## config.mk

```make
export PLATFORM = sky130hd
export DESIGN_NAME = tia_playfield
export DESIGN_NICKNAME = d
export VERILOG_FILES = /design/src/rtl/tia_pkg.sv /design/src/rtl/tia_hcounter.sv /design/src/rtl/tia_playfield.sv
export SDC_FILE = /design/constraint.sdc
export NUM_CORES = 1
export LEC_CHECK = 0
export ABC_AREA = 1
export CAP_MARGIN = 0
export CORE_ASPECT_RATIO = 0.6
export CORE_MARGIN = 8
export CORE_UTILIZATION = 50
export CTS_BUF_LIST = sky130_fd_sc_hd__clkbuf_16
export DETAILED_ROUTE_END_ITERATION = 6
export PLACE_DENSITY_LB_ADDON = 0.2
export SLEW_MARGIN = 20
export SYNTH_ARGS = -nofsm -noshare
export SYNTH_HDL_FRONTEND = slang
export SYNTH_SLANG_ARGS = --single-unit
```

## constraint.sdc

```tcl
create_clock -name clkp -period 2.5 [get_ports clkp]
set_input_delay 0.25 -clock clkp [delete_from_list [all_inputs] [get_ports clkp]]
set_output_delay 0.25 -clock clkp [all_outputs]
set_load 0.03 [all_outputs]
```

## src/rtl/tia_pkg.sv

```systemverilog
// Shared constants, types and the playfield bit-selection helper for the TIA playfield slice.
package tia_pkg;

  // Horizontal timing in color clocks: 68 blank clocks, then 160 visible.
  localparam logic [7:0] HCOUNT_MAX      = 8'd227;
  localparam logic [7:0] HBLANK_END      = 8'd68;
  localparam logic [5:0] PF_PIXELS       = 6'd40;
  localparam int         PF_CLKS_PER_BIT = 4;

  // Derived values: pixels per half-line and the shift that divides by bit width.
  localparam logic [5:0] PF_HALF      = PF_PIXELS >> 1;
  localparam int         PF_BIT_SHIFT = $clog2(PF_CLKS_PER_BIT);

  // Registered pixel-stage outputs, grouped so reset and update stay in one place.
  typedef struct packed {
    logic pf;
    logic cntd;
    logic blank;
  } pix_out_t;

  localparam pix_out_t PIX_OUT_RESET = '{pf: 1'b0, cntd: 1'b0, blank: 1'b1};

  // Picks the playfield bit for half-line index 0..19 in left-half order:
  // PF0[4..7], PF1[7..0], PF2[0..7]. PF0 is stored as its upper nibble only.
  function automatic logic pf_bit(input logic [3:0] pf0, input logic [7:0] pf1,
                                  input logic [7:0] pf2, input logic [4:0] idx);
    logic b;
    b = 1'b0;
    if (idx < 5'd4) begin
      b = pf0[idx[1:0]];
    end else if (idx < 5'd12) begin
      b = pf1[3'(5'd11 - idx)];
    end else if (idx < 5'd20) begin
      b = pf2[3'(idx - 5'd12)];
    end
    return b;
  endfunction

endpackage

```

## src/rtl/tia_hcounter.sv

```systemverilog
// Horizontal color-clock counter: 0..227 with wrap and RSYNC (hrst) clear.
module tia_hcounter
  import tia_pkg::*;
(
  input  logic       clk,
  input  logic       rst,
  input  logic       hrst,
  output logic [7:0] hpos
);

  // Count every clock; reset and RSYNC both restart the line, RSYNC beats the wrap.
  always_ff @(posedge clk) begin
    if (rst || hrst) begin
      hpos <= 8'd0;
    end else if (hpos == HCOUNT_MAX) begin
      hpos <= 8'd0;
    end else begin
      hpos <= hpos + 8'd1;
    end
  end

endmodule

```

## src/rtl/tia_playfield.sv

```systemverilog
// TIA playfield: PF0/PF1/PF2 and CTRLPF latches, a combinational bit-selection
// mux driven by the horizontal counter, and one output register stage.
module tia_playfield
  import tia_pkg::*;
(
  input  logic       clkp,
  input  logic       rst,
  input  logic [7:0] d,
  input  logic       pf0ci,
  input  logic       pf1ci,
  input  logic       pf2ci,
  input  logic       ctrlci,
  input  logic       hrst,
  output logic       pf,
  output logic       cntd,
  output logic       blank,
  output logic       score_bar,
  output logic       pfp_bar
);

  logic [7:0] hpos;
  logic [3:0] pf0;
  logic [7:0] pf1;
  logic [7:0] pf2;
  logic       mirror;
  logic       score;
  logic       prio;

  logic       visible;
  logic [5:0] pix;
  logic       right_half;
  logic [4:0] idx;
  pix_out_t   pix_next;
  pix_out_t   pix_q;

  tia_hcounter u_hcounter (
    .clk  (clkp),
    .rst  (rst),
    .hrst (hrst),
    .hpos (hpos)
  );

  // CPU-written registers; each strobe updates only its own register, reset wins.
  always_ff @(posedge clkp) begin
    if (rst) begin
      pf0    <= 4'd0;
      pf1    <= 8'd0;
      pf2    <= 8'd0;
      mirror <= 1'b0;
      score  <= 1'b0;
      prio   <= 1'b0;
    end else begin
      if (pf0ci) pf0 <= d[7:4];
      if (pf1ci) pf1 <= d;
      if (pf2ci) pf2 <= d;
      if (ctrlci) begin
        mirror <= d[0];
        score  <= d[1];
        prio   <= d[2];
      end
    end
  end

  // Map hpos to a playfield pixel and select its bit; right half may be mirrored.
  always_comb begin
    visible    = (hpos >= HBLANK_END);
    pix        = 6'((hpos - HBLANK_END) >> PF_BIT_SHIFT);
    right_half = (pix >= PF_HALF);
    if (!right_half) begin
      idx = 5'(pix);
    end else if (mirror) begin
      idx = 5'(PF_PIXELS - 6'd1 - pix);
    end else begin
      idx = 5'(pix - PF_HALF);
    end
    pix_next.pf    = visible & pf_bit(pf0, pf1, pf2, idx);
    pix_next.cntd  = visible & right_half;
    pix_next.blank = ~visible;
  end

  // Single output register stage: outputs lag hpos by one clock.
  always_ff @(posedge clkp) begin
    if (rst) begin
      pix_q <= PIX_OUT_RESET;
    end else begin
      pix_q <= pix_next;
    end
  end

  assign pf        = pix_q.pf;
  assign cntd      = pix_q.cntd;
  assign blank     = pix_q.blank;
  assign score_bar = ~score;
  assign pfp_bar   = ~prio;

endmodule

```

==> impl_metrics.yaml, run 1 <==
sta:
  setup_viol: 0
  setup_slack_ns: 0.230
  maxSlewViolCount: 0
  timing.fmax_mhz: 441
  rsz0062_at_grt: "no"
  post-route-period-util: 0.908
  hold_viol_final: 0
  worstMarginPinSlew_ns: 0.904
  period_needed_ns: 2.27
  fin_skew_ns: 0.00275
  relSlewSlack: 0.390
  tns_ns: 0
worst_setup_path:
  startpoint: "u_hcounter.hpos[3]$_SDFF_PP0_"
  critPathSlowestCell: "dfxtp_2"
  cp-start-kind: "flip-flop"
  path_class: "reg -> reg"
  path_buf_inv: 3
  arrival_ns: 2.45
  end_kind: "flip-flop"
  crit_required_ns: 2.68
  max_stage_delay_ns: 0.36
  path_delay_family: "simple AND/OR/NAND/NOR gates"
  path_max_fanout: 7
  crit_path_frequent_cell: "nand2_1"
  r2r-start: "u_hcounter.hpos[3]$_SDFF_PP0_"
  crit_chain: "inv_2 -> ha_2 -> xnor2_2 -> inv_2 -> ha_1 -> nand2_1 -> nand2_1 -> nand3_4 -> nand3_4 -> buf_4 -> nand3_1 -> nand3_1 -> nand2_1 -> nand2_1 -> nand2_1 -> nand2_1 -> nand2_1 -> nor2_1"
cells_and_area:
  antenna_cells: 0
  fin_cells: 340
  drive_above_1_share: 0.123
  nets: 315
  area_delta_synth_final_pct: 24.9
floorplan:
  die_area_um2: 6080
  die_w_um: 95.5
  start_util: 0.518
  core_um2: 3660
  die_h_um: 63.7
  io_pins: 20
  rows: 17
logic_synthesis:
  synth_cells: 266
  ys_async_sr_fraction: 0
  synth_edf_count: 0
  syn_avg_cell_area_um2: 7.12
  netlist_area_um2: 1890
  ys_ff_latch: 34
  ys_seq_area_frac: 0.359
  synth_top_cell_by_area: "dfxtp_1"
  synth_area_leaders: "dfxtp_1 36%, nand2_1 9.7%, nor2_1 8.3%, nand3_1 7.4%, o21ai_0 6.6%"
  synthFlopType: "dfxtp_1"
  synth.most_common_cell: "nand2_1"
  synth_common_cells: "49 x nand2_1, 42 x nor2_1, 34 x dfxtp_1"
  syn_nets: 289
  yosysWarnings: 0
  synth_top_area_frac: 0.359
  synth.distinct_cells: 27
min_path:
  hp-class: "reg -> reg"
  hold_path_startpoint: "u_hcounter.hpos[0]$_SDFF_PP0_"
place:
  dpl_worst_slack_ns: 0.0295
  io_buffer_count: 19
  hpwl_um: 3120
  placedCellCount: 332
  routabilityCongestion: 0.885
grt:
  grt_pass1_vias: 1484
  antenna_found_initial: 0
  grtUsageTotal: 0.142
  gr-total-overflow: 0
  grt_start_max_net_pins: 25
  grt_pass1_wl_um: 6910
clocking:
  cts_root_buffer: "clkbuf_16"
  clk_pin_slew_ns: 0.05
  cts_setup_buffers: 0
  insertion_delay_ns: 0.28
  cts_num_sinks: 34
  cts-hold-fix-buffers: 0
  clock_path_buffers: 2
  h-tree-depth: 2
  cts_tree: "yes"
  cts_made_buffers: 5
pwr:
  internal-power_mw: 1.21
  vdd_drop_max_uv: 459
  power_leakage_nw: 1.04
  pwr-share-clk: 0.525
  power.density_nw_per_um2: 651
  p_switching_mw: 0.335
  switching_share: 0.217
  p_comb_frac: 0.097
  pwr-share-seq: 0.378
drt:
  antenna_left: 0
  drt_iter0_markers: 96
  vias_per_cell: 4.93
  first_pass_iters: 4
  post-route-drc-count: 0
  wl_per_cell_um: 12.1
  wl_um: 4110
  via_count: 1677
run:
  cap_violations: 0
run_status:
  status: "completed"
==> registers in the layout (all words and copies together), names as in the netlist <==
| register | flops |
|---|---|
| pf1 | 8 |
| pf2 | 8 |
| u_hcounter.hpos | 8 |
| pf0 | 4 |
| blank | 1 |
| cntd | 1 |
| mirror | 1 |
| pf | 1 |
| prio | 1 |
| score | 1 |
==> cell type report <==
cell class | count | area, um^2
clock buffer | 5 | 125
clock inverter | 3 | 68.8
fill | 327 | 1290
inverter | 33 | 126
multi-input combinational | 192 | 1060
sequential | 34 | 682
tap | 47 | 58.8
timing repair buffer | 26 | 243
==> metrics by stage <==
step | hold WS [ns] | utilization | total power [mW] | instance area, um^2
after floorplan | 0.385 | - | 0.683 | 1890
after global routing | 0.472 | 0.647 | 1.60 | 2370
after global placement | 0.431 | 0.585 | 0.737 | 2140
after CTS | 0.451 | 0.641 | 1.55 | 2340
final | 0.446 | 0.647 | 1.54 | 2370
after detailed placement | 0.442 | 0.585 | 0.738 | 2140
==> timing repair <==
item | CTS | global route
setup endpoints to repair | 1 | 1
gates resized for setup | 1 | 7
pin swaps | 0 | 2
==> cell usage in the layout (no fill, tap or decap) <==
cell type        instances
a2111oi_0                1
a21oi_1                 12
buf_4                    7
bufinv_16                2
clkbuf_16                5
clkdlybuf4s50_1         19
clkinv_1                 1
clkinv_4                 1
dfxtp_1                 33
dfxtp_2                  1
ha_1                     7
ha_2                     1
inv_1                   29
inv_2                    2
inv_4                    1
nand2_1                 49
nand2_2                  5
nand2_4                  1
nand2_8                  3
nand3_1                 28
nand3_2                  2
nand3_4                  2
nand3b_1                 2
nor2_1                  42
nor2_4                   1
nor3_1                   3
o21ai_0                 25
o41ai_1                  1
xnor2_1                  1
xnor2_2                  1
xor2_1                   4
xor2_2                   1
==> metal layers <==
metal | routed length (um) | up-vias | global-route usage
met2 | 1510 | 40 | 0.178
met1 | 2360 | 731 | 0.215
met4 | 0 | 0 | 0.0343
met3 | 235 | 0 | 0.0508
li1 | - | 906 | -
met5 | 0 | - | 0
==> path summary, 6_finish.rpt <==
path	to	slack (ns)	depth (start not counted)
worst max-delay path	pf$_SDFF_PP0_	0.23	18
worst min-delay path	u_hcounter.hpos[0]$_SDFF_PP0_	0.45	1
worst max register to register	pf$_SDFF_PP0_	0.23	18
worst min register to register	u_hcounter.hpos[0]$_SDFF_PP0_	0.45	1
==> logic make-up after synthesis <==
logic type,count (synthesis),share of synthesized area
flops,34,0.359
compound gates,39,0.107
fa+ha+maj,8,0.0528
xor+xnor,7,0.0363
simple gates,138,0.351
buf+inv,40,0.0938
==> power groups by stage <==
stage	registers, mW	logic (mW)	clock network [mW]
after floorplan	0.590	0.0935	0
after global placement	0.594	0.143	0
after detailed placement	0.594	0.144	0
after CTS	0.582	0.147	0.820
after global routing	0.584	0.168	0.850
final	0.583	0.149	0.808
No activity file was read; power rests on OpenSTA's default activity.
==> run 2: changes to the inputs <==
GPL_ROUTABILITY_DRIVEN = 0   (was unset)
==> results of run 2 <==
The final DEF is identical to that of run 1; final timing and power are the same.
==> run 3: changes to the inputs <==
SKIP_LAST_GASP = 1   (was unset)
==> results of run 3 <==
The final DEF is identical to that of run 1; final timing and power are the same.
